--- src/rtl/dac_tlv5638_sched.sv ---
// Word scheduler for the TLV5638 serial DAC driver: picks one 16-bit command
// word per serial frame from the channel A/B sample slots and control requests.
module dac_tlv5638_sched #(
    parameter logic [1:0] REF_DEFAULT = 2'b10
) (
    input  logic        clk_20M,
    input  logic        rst_n,
    input  logic        frame_irq,
    input  logic [1:0]  ref_sel,
    input  logic        speed,
    input  logic        pwr_down,
    input  logic        reinit,
    input  logic        a_valid,
    input  logic [11:0] a_data,
    output logic        a_ready,
    input  logic        b_valid,
    input  logic [11:0] b_data,
    output logic        b_ready,
    output logic [15:0] config_reg,
    output logic        upd_done,
    output logic        busy
);

    typedef enum logic [1:0] {
        ST_INIT,
        ST_IDLE,
        ST_PAIR2
    } state_t;

    state_t      state, state_nx;
    logic        irq_d;
    logic        tick;
    logic        a_full, b_full;
    logic [11:0] a_buf, b_buf;
    logic        reinit_pend;
    logic [15:0] word_nx;
    logic [15:0] ctrl_word;
    logic        upd_nx;
    logic        clr_a, clr_b, clr_reinit;

    assign tick      = frame_irq & ~irq_d;
    assign ctrl_word = {1'b1, speed, pwr_down, 1'b1, 10'd0, ref_sel};
    assign a_ready   = ~a_full;
    assign b_ready   = ~b_full;
    assign busy      = (state != ST_IDLE) | a_full | b_full | reinit_pend;

    always_ff @(posedge clk_20M) begin
        if (!rst_n) begin
            state       <= ST_INIT;
            irq_d       <= 1'b0;
            a_full      <= 1'b0;
            b_full      <= 1'b0;
            a_buf       <= 12'd0;
            b_buf       <= 12'd0;
            reinit_pend <= 1'b0;
            config_reg  <= {4'b1001, 10'd0, REF_DEFAULT};
            upd_done    <= 1'b0;
        end else begin
            irq_d      <= frame_irq;
            state      <= state_nx;
            config_reg <= word_nx;
            upd_done   <= upd_nx;

            // A slot emptied by this tick cannot refill on the same edge since ready was low.
            if (clr_a) begin
                a_full <= 1'b0;
            end else if (a_valid && !a_full) begin
                a_full <= 1'b1;
                a_buf  <= a_data;
            end

            if (clr_b) begin
                b_full <= 1'b0;
            end else if (b_valid && !b_full) begin
                b_full <= 1'b1;
                b_buf  <= b_data;
            end

            if (reinit) begin
                reinit_pend <= 1'b1;
            end else if (clr_reinit) begin
                reinit_pend <= 1'b0;
            end
        end
    end

    // Paired updates load B into the buffer first; the A word then moves both outputs together.
    always_comb begin
        state_nx   = state;
        word_nx    = config_reg;
        upd_nx     = 1'b0;
        clr_a      = 1'b0;
        clr_b      = 1'b0;
        clr_reinit = 1'b0;
        if (tick) begin
            case (state)
                ST_INIT: begin
                    word_nx    = ctrl_word;
                    clr_reinit = 1'b1;
                    state_nx   = ST_IDLE;
                end
                ST_IDLE: begin
                    if (reinit_pend) begin
                        word_nx    = ctrl_word;
                        clr_reinit = 1'b1;
                    end else if (a_full && b_full) begin
                        word_nx  = {1'b0, speed, pwr_down, 1'b1, b_buf};
                        clr_b    = 1'b1;
                        state_nx = ST_PAIR2;
                    end else if (b_full) begin
                        word_nx = {1'b0, speed, pwr_down, 1'b0, b_buf};
                        clr_b   = 1'b1;
                        upd_nx  = 1'b1;
                    end else if (a_full) begin
                        word_nx = {1'b1, speed, pwr_down, 1'b0, a_buf};
                        clr_a   = 1'b1;
                        upd_nx  = 1'b1;
                    end else begin
                        word_nx    = ctrl_word;
                        clr_reinit = 1'b1;
                    end
                end
                ST_PAIR2: begin
                    word_nx  = {1'b1, speed, pwr_down, 1'b0, a_buf};
                    clr_a    = 1'b1;
                    upd_nx   = 1'b1;
                    state_nx = ST_IDLE;
                end
                default: begin
                    state_nx = ST_INIT;
                end
            endcase
        end
    end

endmodule

--- config.mk ---
export PLATFORM = sky130hd
export DESIGN_NAME = dac_tlv5638_sched
export DESIGN_NICKNAME = d
export VERILOG_FILES = /design/src/rtl/dac_tlv5638_sched.sv
export SDC_FILE = /design/constraint.sdc
export NUM_CORES = 1
export LEC_CHECK = 0
export CELL_PAD_IN_SITES_DETAIL_PLACEMENT = 1
export CELL_PAD_IN_SITES_GLOBAL_PLACEMENT = 2
export CORE_ASPECT_RATIO = 0.75
export CORE_UTILIZATION = 26
export DETAILED_ROUTE_END_ITERATION = 7
export PLACE_DENSITY_LB_ADDON = 0.1
export SLEW_MARGIN = 20
export SYNTH_ARGS = -nofsm -noshare
export SYNTH_HDL_FRONTEND = slang
export SYNTH_SLANG_ARGS = --single-unit
--- constraint.sdc ---
create_clock -name clk_20M -period 1.7 [get_ports clk_20M]
set_input_delay 0.17 -clock clk_20M [delete_from_list [all_inputs] [get_ports clk_20M]]
set_output_delay 0.17 -clock clk_20M [all_outputs]
set_load 0.03 [all_outputs]
==> summary.txt <==
Outcome
  – Status: finished clean

Detailed routing
  – Drt total wl: 6580 um
  – Met3 wire length: 386 um
  – DRC: 0
  – Max layer used: met4
  – Vias/cell: 4.69
  – Avg WL per Cell: 15.4 um
  – Pre-antenna DRT Iters: 4
  – Antenna viol nets, final: 0
  – Wl on met1: 3510 um
  – Initial drt markers: 103
  – Detailed-route via count: 2,004
  – Routed wl met2: 2630 um

Finish
  – Share of post-route cells with drive strength above 1: 0.183
  – Max reg flops: 16
  – Number of diodes: 0
  – Nets@finish: 363
  – Most frequent cells in the layout: nand2_1, clkdlybuf4s50_1, dfxtp_1
  – Most common cell after layout, fill and taps aside: nand2_1
  – Final std cells w/o fill: 427
  – Multi-input logic area: 0.00123 mm^2
  – Filler cells: 959
  – Sequential cell area: 948 um^2
  – Synthesis-to-finish area growth: 46.4%

Timing
  – Final worst setup slack: 0.0192 ns
  – Unrepaired setup endpoints after global routing: yes
  – Setup violations, final: 0
  – Slew at the pin closest to its max-slew limit: 0.522 ns
  – Final critical-path share of the clock period: 0.989
  – Fmax: 0.595 GHz
  – Fin. Hold Viols: 0
  – Worst rel slew slack: 0.651
  – Fin crit period: 1.68 ns
  – Max Slew Vio Count: 0
  – Clock skew: 0.00417 ns

Critical path
  – Crit. End Element: register
  – Crit Path Category: reg2reg
  – Crit path DAT: 1.89 ns
  – Worst setup SP type: register
  – Peak fanout along the critical path: 12
  – R2R Setup Slk: 0.02 ns
  – Worst EP required: 1.91 ns

Yosys
  – Net count after synthesis: 291
  – Post-Synthesis Cells: 249
  – Area leader, netlist: dfxtp_1
  – Synth warn: 0
  – Synth Cell Area: 0.00225 mm^2
  – Synth area leaders: dfxtp_1, nand2_1, mux2i_1, ha_1, a222oi_1
  – Post-synthesis register bit count: 47
  – Library cells used by synthesis: 42
  – Top cell type's share of synthesized area: 0.418
  – Syn Area/Cell: 9.03 um^2
  – Register area share after synthesis: 0.418

Place
  – Pre-CTS setup slack: -0.0779 ns
  – Placed Cells: 419
  – Hpwl dp: 4850 um
  – Routability congestion estimate from global placement: 0.767
  – IO Port Bufs: 53

Global route
  – First-pass GRT wire length: 10,400 um
  – Antenna violations before repair: 0
  – Vias in the first global route: 1,978
  – Total grt overflow: 0
  – Total GRT Usage: 0.155
  – Largest net degree at the start of global routing: 41

Clocking
  – TritonCTS clock tree: built
  – # H-tree levels: 2
  – Post-CTS Setup Inserts: 0
  – Clock latency on the worst-skew pair: 0.29 ns
  – Clock slew at reported path FFs: 0.07 ns
  – Clock net sink count: 47
  – Root Buffer: clkbuf_16
  – CTS Buffer Depth: 2
  – Hold Buf Count CTS: 0
  – CTS buffer count: 5

Floorplan
  – Die Span Y: 82.6 um
  – # rows: 28
  – Die area: 0.00903 mm^2
  – I/O pins: 54
  – Initial core utilization: 0.277
  – Total core area: 0.00813 mm^2
  – Width of the die: 109 um

Flow run
  – Max_cap viols: 0

Power
  – Pwr/cell area: 879 mW/mm^2
  – Leakage: 0.00128 uW
  – VDD IR-drop max: 0.379 mV

Hold path
  – HP Class: in2reg
==> through the flow <==
step                      area (um^2)  setup TNS (ns)   util  hold WS, ns  power, uW
after floorplan                  2250           -2.38      -        0.292       1500
after global placement           3070               0  0.378        0.446       1770
after detailed placement         3070          -0.489  0.378        0.456       1780
after CTS                        3260               0  0.402        0.244       2930
after global routing             3290          -0.320  0.405        0.276       3070
final                            3290               0  0.405        0.238       2890
==> area by class of cell <==
class,count,area share
clock inverter,3,0.0141
inverter,8,0.00912
timing repair buffer,81,0.238
tap,105,0.0399
clock buffer,5,0.0380
multi-input combinational,178,0.373
sequential,47,0.288
==> path summary, 6_finish.rpt <==
kind,start,to,cells after the start
worst min-delay path,rst_n,config_reg[12],2
worst min register to register,a_buf[3],a_buf[3],2
worst max-delay path,state[0],a_buf[5],6
worst max register to register,state[0],a_buf[5],6
==> per-layer routing <==
layer,track usage,vias to the layer above
met5,0,-
met4,0.0320,0
met3,0.0377,4
met2,0.227,48
met1,0.227,936
li1,-,1016
==> power by group <==
group	internal, uW	switching (uW)	leakage, uW	total, uW
registers	1160	44.4	0.000387	1210
clock network	699	435	0.0000804	1130
logic	284	271	0.000817	555
total	2140	750	0.00128	2890
==> cell usage after synthesis <==
library cell,count
ha_1,8
and3_1,1
nor3_1,2
buf_6,2
nand3_1,4
nor2b_4,1
a222oi_1,9
a221oi_1,1
and2_1,2
o211a_1,2
nand2_1,59
mux2_1,1
clkbuf_4,1
o21ai_0,6
a21boi_1,10
inv_1,8
nor3b_4,2
buf_2,3
o211ai_1,2
a31oi_1,2
a21boi_0,7
o311ai_1,1
mux2i_1,13
o2111a_1,1
nor3b_2,3
and3b_1,1
nor2_1,7
o21a_1,1
and4_1,1
nor4b_4,1
a21oi_1,10
nor3b_1,7
o21ai_1,1
nand2b_1,3
o221ai_1,1
nor2b_1,3
clkbuf_1,8
or3_1,3
dfxtp_1,47
a21o_1,1
o41ai_1,1
buf_4,2
==> worst max-delay path, cell delays in order (launching register included) <==
cell and delay (ns):
dfxtp_4 0.38, inv_1 0.07, ha_1 0.25, o211a_1 0.29
nor3b_4 0.22, buf_12 0.19, mux2i_1 0.20
==> cell families after synthesis <==
kind of cell / Yosys count / synth area share
fa+ha+maj: 8 / 0.0445
buf+inv: 24 / 0.0534
mux: 14 / 0.0628
flops: 47 / 0.418
compound gates: 56 / 0.183
simple gates: 100 / 0.238
==> repair_timing <==
| item | 4_1_cts | 5_1_grt |
|---|---|---|
| setup endpoints to repair | 18 | 26 |
| pin swaps | 0 | 2 |
| gates resized for setup | 10 | 8 |
| endpoints found under the hold margin | 0 | 0 |
Note: power is estimated with default switching activity, not from simulation.
